File: config.mk
export PLATFORM = sky130hd
export DESIGN_NAME = filter_stream_ctrl
export DESIGN_NICKNAME = d
export VERILOG_FILES = /design/src/rtl/filter_stream_ctrl_pkg.sv /design/src/rtl/filter_stream_skid.sv /design/src/rtl/filter_stream_ctrl.sv
export SDC_FILE = /design/constraint.sdc
export NUM_CORES = 1
export LEC_CHECK = 0
export CAP_MARGIN = 10
export CORE_ASPECT_RATIO = 0.8
export CORE_UTILIZATION = 40
export DETAILED_ROUTE_END_ITERATION = 16
export GPL_TIMING_DRIVEN = 0
export PLACE_DENSITY = 0.67
export SLEW_MARGIN = 20
export SYNTH_ARGS = -nofsm -noshare
export SYNTH_HDL_FRONTEND = slang
export SYNTH_HIERARCHICAL = 1
export SYNTH_SLANG_ARGS = --single-unit
File: constraint.sdc
create_clock -name clk -period 6.97 [get_ports clk]
set_clock_uncertainty 0.05 [all_clocks]
set_input_delay 1.394 -clock clk [delete_from_list [all_inputs] [get_ports clk]]
set_output_delay 1.394 -clock clk [all_outputs]
set_load 0.005 [all_outputs]
File: src/rtl/filter_stream_ctrl_pkg.sv
// Shared types and widths for the filter-stream controller.
// Optional FILTER_STREAM_PERF_EN build adds beat/stall counters to the top.
package filter_stream_ctrl_pkg;

   localparam int NUM_LAYERS = 4;
   localparam int MAX_K      = 64;
   localparam int WT_AW      = 12;
   localparam int WT_DW      = 32;
   localparam int CNT_W      = 10;

   localparam int K_W        = $clog2(MAX_K);
   localparam int LAYER_W    = $clog2(NUM_LAYERS);
   localparam int SKID_DW    = WT_DW + 1;

   typedef enum logic [2:0] {
      ST_IDLE,
      ST_CALC,
      ST_STREAM,
      ST_DRAIN,
      ST_DONE
   } fs_state_t;

   typedef struct packed {
      logic [WT_AW-1:0] base;
      logic [CNT_W-1:0] words;
   } layer_cfg_t;

   // First word of group k; the SRAM address space wraps.
   function automatic logic [WT_AW-1:0] group_start(input layer_cfg_t cfg,
                                                    input logic [K_W-1:0] k);
      return cfg.base + WT_AW'(k) * WT_AW'(cfg.words);
   endfunction

endpackage

File: src/rtl/filter_stream_skid.sv
// Two-entry FIFO between the SRAM read port and the weight stream.
// Occupancy feeds the read-issue throttle, so writes never find it full.
module filter_stream_skid
   import filter_stream_ctrl_pkg::*;
#(
   parameter int DW = SKID_DW
) (
   input  logic          clk,
   input  logic          rst,
   input  logic          wr_en,
   input  logic [DW-1:0] wr_data,
   input  logic          rd_en,
   output logic          head_valid,
   output logic [DW-1:0] head_data,
   output logic [1:0]    occupancy
);

   logic [DW-1:0] mem_reg [2];
   logic          wr_ptr_reg;
   logic          rd_ptr_reg;
   logic [1:0]    count_reg;
   logic          pop;

   assign head_valid = (count_reg != 2'd0);
   assign head_data  = mem_reg[rd_ptr_reg];
   assign occupancy  = count_reg;
   assign pop        = rd_en && head_valid;

   always_ff @(posedge clk) begin
      if (rst) begin
         wr_ptr_reg <= 1'b0;
         rd_ptr_reg <= 1'b0;
         count_reg  <= 2'd0;
      end else begin
         if (wr_en) begin
            mem_reg[wr_ptr_reg] <= wr_data;
            wr_ptr_reg          <= ~wr_ptr_reg;
         end
         if (pop) begin
            rd_ptr_reg <= ~rd_ptr_reg;
         end
         count_reg <= count_reg + {1'b0, wr_en} - {1'b0, pop};
      end
   end

endmodule

File: src/rtl/filter_stream_ctrl.sv
// Streams one k-group of compressed weights from SRAM to the PE weight buffer.
// Define FILTER_STREAM_PERF_EN to add perf_words / perf_stall counters.
module filter_stream_ctrl
   import filter_stream_ctrl_pkg::*;
(
   input  logic                        clk,
   input  logic                        rst,
   input  logic                        req_valid,
   input  logic [K_W-1:0]              req_k,
   input  logic [LAYER_W-1:0]          req_layer,
   input  logic [NUM_LAYERS*WT_AW-1:0] cfg_base_addr,
   input  logic [NUM_LAYERS*CNT_W-1:0] cfg_words,
   output logic                        mem_rd_en,
   output logic [WT_AW-1:0]            mem_rd_addr,
   input  logic [WT_DW-1:0]            mem_rd_data,
   output logic                        wt_valid,
   output logic [WT_DW-1:0]            wt_data,
   output logic                        wt_last,
   input  logic                        wt_ready,
   output logic                        stream_filter_finish
`ifdef FILTER_STREAM_PERF_EN
   ,
   output logic [31:0]                 perf_words,
   output logic [31:0]                 perf_stall
`endif
);

   localparam logic [LAYER_W:0] LAYER_LIMIT = (LAYER_W+1)'(NUM_LAYERS);

   fs_state_t          state_reg;
   logic [K_W-1:0]     k_reg;
   logic [LAYER_W-1:0] layer_reg;
   logic [WT_AW-1:0]   addr_reg;
   logic [CNT_W-1:0]   remaining_reg;
   logic               inflight_reg;
   logic               inflight_last_reg;
   logic               finish_reg;

   layer_cfg_t         cfg_arr [NUM_LAYERS];
   layer_cfg_t         cfg_sel;
   logic               layer_ok;

   logic               skid_valid;
   logic [SKID_DW-1:0] skid_head;
   logic [1:0]         skid_occ;
   logic               pop;
   logic [2:0]         credit;
   logic               rd_issue;
   logic               drain_empty;

   generate
      for (genvar gi = 0; gi < NUM_LAYERS; gi++) begin : g_cfg
         assign cfg_arr[gi] = {cfg_base_addr[gi*WT_AW +: WT_AW], cfg_words[gi*CNT_W +: CNT_W]};
      end
   endgenerate

   assign layer_ok = ({1'b0, layer_reg} < LAYER_LIMIT);
   assign cfg_sel  = layer_ok ? cfg_arr[layer_reg] : '0;

   // The read strobe is combinational so a beat leaving the skid this cycle
   // frees its slot immediately; that is what sustains one word per cycle.
   assign pop         = skid_valid && wt_ready;
   assign credit      = {1'b0, skid_occ} - {2'b0, pop} + {2'b0, inflight_reg};
   assign rd_issue    = (state_reg == ST_STREAM) && (remaining_reg != '0) && (credit < 3'd2);
   assign drain_empty = !inflight_reg && (skid_occ == {1'b0, pop});

   assign mem_rd_en            = rd_issue;
   assign mem_rd_addr          = rd_issue ? addr_reg : '0;
   assign wt_valid             = skid_valid;
   assign wt_data              = skid_valid ? skid_head[WT_DW-1:0] : '0;
   assign wt_last              = skid_valid && skid_head[WT_DW];
   assign stream_filter_finish = finish_reg;

   filter_stream_skid #(.DW(SKID_DW)) u_skid (
      .clk        (clk),
      .rst        (rst),
      .wr_en      (inflight_reg),
      .wr_data    ({inflight_last_reg, mem_rd_data}),
      .rd_en      (wt_ready),
      .head_valid (skid_valid),
      .head_data  (skid_head),
      .occupancy  (skid_occ)
   );

   always_ff @(posedge clk) begin
      if (rst) begin
         state_reg         <= ST_IDLE;
         k_reg             <= '0;
         layer_reg         <= '0;
         addr_reg          <= '0;
         remaining_reg     <= '0;
         inflight_reg      <= 1'b0;
         inflight_last_reg <= 1'b0;
         finish_reg        <= 1'b0;
      end else begin
         inflight_reg      <= rd_issue;
         inflight_last_reg <= rd_issue && (remaining_reg == CNT_W'(1));
         case (state_reg)
            ST_IDLE: begin
               finish_reg <= 1'b0;
               if (req_valid) begin
                  k_reg     <= req_k;
                  layer_reg <= req_layer;
                  state_reg <= ST_CALC;
               end
            end
            ST_CALC: begin
               addr_reg      <= group_start(cfg_sel, k_reg);
               remaining_reg <= cfg_sel.words;
               if (!layer_ok || cfg_sel.words == '0) begin
                  finish_reg <= 1'b1;
                  state_reg  <= ST_DONE;
               end else begin
                  state_reg <= ST_STREAM;
               end
            end
            ST_STREAM: begin
               if (rd_issue) begin
                  addr_reg      <= addr_reg + WT_AW'(1);
                  remaining_reg <= remaining_reg - CNT_W'(1);
                  if (remaining_reg == CNT_W'(1)) begin
                     state_reg <= ST_DRAIN;
                  end
               end
            end
            ST_DRAIN: begin
               if (drain_empty) begin
                  finish_reg <= 1'b1;
                  state_reg  <= ST_DONE;
               end
            end
            ST_DONE: begin
               // Held while the controller keeps its request up.
               if (!req_valid) begin
                  finish_reg <= 1'b0;
                  state_reg  <= ST_IDLE;
               end
            end
            default: begin
               finish_reg <= 1'b0;
               state_reg  <= ST_IDLE;
            end
         endcase
      end
   end

`ifdef FILTER_STREAM_PERF_EN
   logic [31:0] perf_words_reg;
   logic [31:0] perf_stall_reg;

   always_ff @(posedge clk) begin
      if (rst) begin
         perf_words_reg <= '0;
         perf_stall_reg <= '0;
      end else begin
         if (pop && perf_words_reg != '1) begin
            perf_words_reg <= perf_words_reg + 32'd1;
         end
         if (skid_valid && !wt_ready && perf_stall_reg != '1) begin
            perf_stall_reg <= perf_stall_reg + 32'd1;
         end
      end
   end

   assign perf_words = perf_words_reg;
   assign perf_stall = perf_stall_reg;
`endif

endmodule

Word-level counts from Yosys, hierarchy flattened
Memories as Yosys holds them, arrays and structs flattened. A register that Yosys moved wholly into a read port is not among the register bits.
Index checks and enable logic that the tools add are counted.
{ "word_totals": {"elab_cells": 79, "ramBits": 66, "n_memories": 1, "register_bits": 40, "inputBits": 132, "output_inout_bits": 48} }
{ "mem_list": {"columns": ["memory", "depth", "word_bits", "rd", "rd_clocked_by_memory_dff", "write_ports", "line", "source"], "rows": [
  ["u_skid.mem_reg", 2, 33, 1, 1, 1, "filter_stream_skid.sv:18", "logic [DW-1:0] mem_reg [2];"]
]} }
{ "classes": {"addsub": 7, "multipliers": 1, "n_bitwise": 4, "n_eq_ne": 12, "n_reduce_logical": 16, "muxes": 25, "order_cmp": 2} }
{ "ops": {"columns": ["operator", "n"], "rows": [
  ["binary-select mux 22 bit (select 2 bit)", 1],
  ["two-way mux 22 bit", 2],
  ["two-way mux 32 bit", 1],
  ["two-way mux 12 bit", 2],
  ["case mux 12 bit (2 select lines)", 1],
  ["case mux 10 bit (2 select lines)", 1],
  ["two-way mux 3 bit", 6],
  ["case mux 3 bit (5 select lines)", 1],
  ["adder 12 x 1 -> 12 bit (second input constant)", 1],
  ["adder 12 bit", 1],
  ["multiplier 6 x 10 -> 12 bit", 1],
  ["equality test 10 x 1 -> 1 bit (second input constant)", 1],
  ["logical NOT 10 bit", 1],
  ["two-way mux 10 bit", 1],
  ["!= test 2 bit (second input constant)", 5],
  ["nonzero test 10 bit", 1],
  ["subtractor 10 x 1 -> 10 bit (second input constant)", 1],
  ["two-way mux 1 bit", 8],
  ["equality test 3 x 2 -> 1 bit (second input constant)", 2],
  ["logical AND 1 bit", 6],
  ["AND reduction 5 bit", 1],
  ["case mux 1 bit (4 select lines)", 1],
  ["AND reduction 2 bit", 2],
  ["AND reduction 4 bit", 1],
  ["15 further kinds", 18]
]} }

Depth between registers and ports, before layout
{ "logic_depth": {"ltp_word": 8, "mapped_depth": 20, "mapped_depth_nobuf": 18} }

Modules after synthesis
Netlist, hierarchy kept.
{ "modules_own_cells": {"columns": ["mod", "seq_area_each_um2", "cells_per_inst", "area_per_inst_um2", "instances"], "rows": [
  ["filter_stream_ctrl", 720.7, 533, 4484.3, 1],
  ["filter_stream_skid", 2082.0, 125, 2777.7, 1]
]} }

Worst setup path before layout
Ideal clock, no wire load.
{ "synth_timing": {"kind": "input to register", "from": "input cfg_words[33]", "to": "register addr_reg[11]", "t_required_ns": 6.793, "t_arrival_ns": 5.783, "path_slack_ns": 1.010, "path_stages": 17, "setup_ns": 0.127, "n_path_buf": 0, "path_cell_list": "mux4_2 > and2_1 > fa_1 > inv_1 > fa_1 > inv_1 > fa_1 > inv_1 > fa_1 > inv_1 > ha_1 > o21a_1 > a21o_1 > o21ai_0 > a21oi_1 > and3_1 > or3_1"} }
{ "synth_between": {"elab_chain_cells": 6} }
{ "synth_rtl": {"columns": ["item", "line", "source"], "rows": [
  ["from (decl)", "filter_stream_ctrl.sv:12", "input logic [NUM_LAYERS*CNT_W-1:0] cfg_words,"],
  ["binary-select mux 22 bit (select 2 bit)", "filter_stream_ctrl.sv:58", "assign cfg_sel = layer_ok ? cfg_arr[layer_reg] : '0;"],
  ["two-way mux 22 bit (not written as such) (2 in series)", "filter_stream_ctrl.sv:58", null],
  ["multiplier 6 x 10 -> 12 bit", "filter_stream_ctrl_pkg.sv:31", "return cfg.base + WT_AW'(k) * WT_AW'(cfg.words);"],
  ["adder 12 bit", "filter_stream_ctrl_pkg.sv:31", null],
  ["case mux 12 bit (2 select lines)", "filter_stream_ctrl.sv:98", "case (state_reg)"],
  ["to (signal assigned)", "filter_stream_ctrl.sv:108", "addr_reg <= group_start(cfg_sel, k_reg);"],
  ["to (signal assigned)", "filter_stream_ctrl.sv:119", "addr_reg <= addr_reg + WT_AW'(1);"],
  ["to (decl)", "filter_stream_ctrl.sv:33", "logic [WT_AW-1:0] addr_reg;"]
]} }
Every way passes these cells. The select of a mux whose other input is x is not followed.
A chain may end at the register's enable or synchronous reset.

Final worst setup path
{ "layout_timing": {"from": "input cfg_words[3]", "to": "register addr_reg[11]"} }
Same word-level chain as after synthesis.

==> summary.md <==
| Metric | Value |
|---|---|
| Setup slack, reg-to-reg | `1.37 ns` |
| Residual DRC | `2` |
| Met3 usage | `3.072%` |
| CTS Sinks | `107` |
| IO Pins | `180` |
| Total grt overflow | `0` |
| Final wirelength | `17130 um` |
| CP Class | `input port to flip-flop` |
| Post_cts resized | `0` |
| Setup TNS | `0 ns` |
| Final Slew Violations | `0` |
| N_diodes | `0` |
| RR Startpoint | `layer_reg[0]$_SDFFE_PP0P_` |
| DIE AREA | `18700 um2` |
| Share of cells above drive strength 1 | `11.19%` |
| Peak VDD IR | `0.1375 mV` |
| Cell internal pwr | `1.679 mW` |
| Worst Path Arrival | `6.55 ns` |
| I/O Buffers | `179` |
| Switch Pwr | `0.8359 mW` |
| GR Layer Usage met1 | `27.02%` |
| Power Density | `259.1 nW/um2` |
| Yosys cell types | `51` |
| CP Capture Type | `flip-flop` |
| Highest clock rate | `156.8 MHz` |
| Area after DPL | `9403 um2` |
| Mean number of vias per cell | `5.087` |
| Syn avg cell area | `11.04 um2` |
| CP Max Fanout | `8` |
| Final Hold Vio Count | `0` |
| Max Cap Viol | `0` |
| Slew @ Worst Pin | `0.8637 ns` |
| CP startpoint | `cfg_words[3]` |
| Hold path start | `inflight_last_reg$_SDFF_PP0_` |
| Total number of vias | `5509` |
| Starting density of the core | `41.40%` |
| Reg clk slew, reported paths | `0.07 ns` |
| Layout area overhead | `33.65%` |
| Initial DRT Pass Iterations | `12` |
| Register area share after synthesis | `38.59%` |
| CTS tree | `built` |
| Run status | `finished with violations` |
| Dominant synthesized flop cell | `edfxtp_1` |
| Syn nets | `853` |
| Reg power frac | `30.8%` |
| Netlist area before placement | `7262 um2` |
| Worst hold path class | `flip-flop to flip-flop` |
| Critical Path RT | `7.15 ns` |
| H-Tree Depth | `3` |
| Min Tclk post-route | `6.376 ns` |
| Mapped Cells | `658` |
| Clk root buf | `clkbuf_16` |
| Setup Viol. Count Final | `0` |
| All-Layer GR Usage | `19.01%` |
| CTS Buffer Depth | `2` |
| Most common cell after layout, fill and taps aside | `clkdlybuf4s50_1` |
| CTS Hold Bufs | `0` |
| WL/cell | `15.82 um` |
| Post-synth ARST share | `0%` |
| Row count | `43` |
| Clock latency on the worst-skew pair | `0.34 ns` |
| Largest net degree at the start of global routing | `19` |
| Gpl congestion | `0.8764` |
| DP Wirelength | `13590 um` |
| RSZ-0062 raised after global routing | `no` |
| Critical Path Start Type | `input port` |
| Leak | `3.770 nW` |
| Core ar. | `17540 um2` |
| Fill cells | `1553` |
| First-pass GRT wire length | `27950 um` |
| Max FFs per register | `66` |
| Initial drt markers | `281` |
| GR Layer Usage met2 | `30.59%` |
| Num CTS Buffers | `9` |
| Via count of the first global-routing pass | `5542` |
| Antenna viol nets, final | `0` |
| Flops & latches, synth | `107` |
| Post-CTS Setup Bufs | `0` |
| Initial antenna violation count | `0` |
| Die width | `152.6 um` |
| Failing checks | `DRC` |
| Worst slew margin | `42.42%` |
| Most frequent cells in the layout | `clkdlybuf4s50_1, and2_1, edfxtp_1` |
| Synth warn | `6` |
| Combinational share of power | `49.0%` |
| EDFF count, synth | `66` |
| Clock share of power | `20.3%` |
| Tcrit/Tclk final | `91.48%` |
| Switching share of total power | `33.24%` |
| Die height | `122.5 um` |
| Nets | `1048` |
| Busiest grt layer | `met2` |
| Post-route cell area | `9706 um2` |
==> synth_stat cells, types with 5 or more instances <==
master / count / area (um2)
a211oi_1: 9 / 67.56
a21oi_1: 36 / 180.2
a22oi_1: 6 / 45.04
a31oi_1: 5 / 31.28
and2_1: 90 / 563.0
and3_1: 5 / 31.28
clkbuf_1: 19 / 71.32
dfxtp_1: 41 / 820.8
edfxtp_1: 66 / 1982
fa_1: 37 / 740.7
ha_1: 26 / 325.3
inv_1: 51 / 191.4
mux2_2: 5 / 56.30
mux2_4: 30 / 450.4
mux4_2: 22 / 495.5
nand2_1: 49 / 183.9
nand2b_1: 6 / 37.54
nand3_1: 12 / 60.06
nor2_1: 31 / 116.4
nor2b_1: 6 / 37.54
nor3_1: 8 / 40.04
o21ai_0: 26 / 130.1
or3_1: 5 / 31.28
xnor2_1: 12 / 105.1
xor2_1: 6 / 52.55
==> critical path, cell delays in order <==
cell and delay, ns:
clkdlybuf4s50_1 0.41, mux4_2 0.58, and2_1 0.23, fa_1 0.53, inv_1 0.05, fa_1 0.47, inv_1 0.06, fa_1 0.52
inv_1 0.05, fa_1 0.53, inv_1 0.04, ha_1 0.32, o21a_1 0.23, a21o_1 0.18, o21ai_0 0.29, a21oi_1 0.14
and3_1 0.19, or3_1 0.33
==> per-layer routing <==
layer	up-vias	part of all wire, %	wire length (um)
met5	-	0	0
met1	2668	49	8361
met2	152	45	7746
met4	0	0.83	143
met3	14	5.1	882
li1	2675	-	-
==> through the flow <==
step	utilization [%]	std cells	worst slack (ns)	total power [mW]	hold WS, ns
finish	55.34	1083	0.5941	2.515	0.3773
global route	55.34	1083	0.3733	2.694	0.3843
CTS	55.34	1083	0.5921	2.535	0.3821
detailed placement	53.61	1067	0.2251	2.019	0.3731
global placement	53.22	1062	0.3001	2.006	0.3655
floorplan	-	658	1.010	1.547	0.3537
==> worst paths after layout <==
check                           cells past startpoint                         endpoint
worst min register to register                      0  u_skid/mem_reg[0][32]$_DFFE_PP_
worst min-delay path                                0  u_skid/mem_reg[0][32]$_DFFE_PP_
worst max-delay path                               18        addr_reg[11]$_SDFFE_PP0P_
worst max register to register                     19        addr_reg[11]$_SDFFE_PP0P_
==> final cells by class <==
class	count	area [um2]	area share (%)
flip-flops and latches	107	2803	28.88
well taps	225	281.5	2.901
repair buffers	184	1853	19.09
plain buffers	33	203.9	2.101
inverters	51	191.4	1.972
multi-input cells	467	4070	41.94
clock buffers	11	242.7	2.501
clock inverters	5	60.06	0.6188
==> power groups by stage <==
stage	logic [mW]	clock network (mW)	registers, mW
after global placement	1.22	0	0.786
after CTS	1.24	0.522	0.772
final	1.23	0.510	0.773
after floorplan	0.775	0	0.772
after detailed placement	1.23	0	0.786
after global routing	1.37	0.549	0.780
==> cells by family after synthesis <==
family | synth area share, %
and+or+nand+nor | 16.89
xor gates and xnor gates | 2.481
adders and majority gates | 14.68
AOI/OAI and AO/OA | 8.115
DFF | 38.59
muxes | 13.80
buffers and inverters | 5.445
Note: power is estimated with default switching activity, not from simulation.
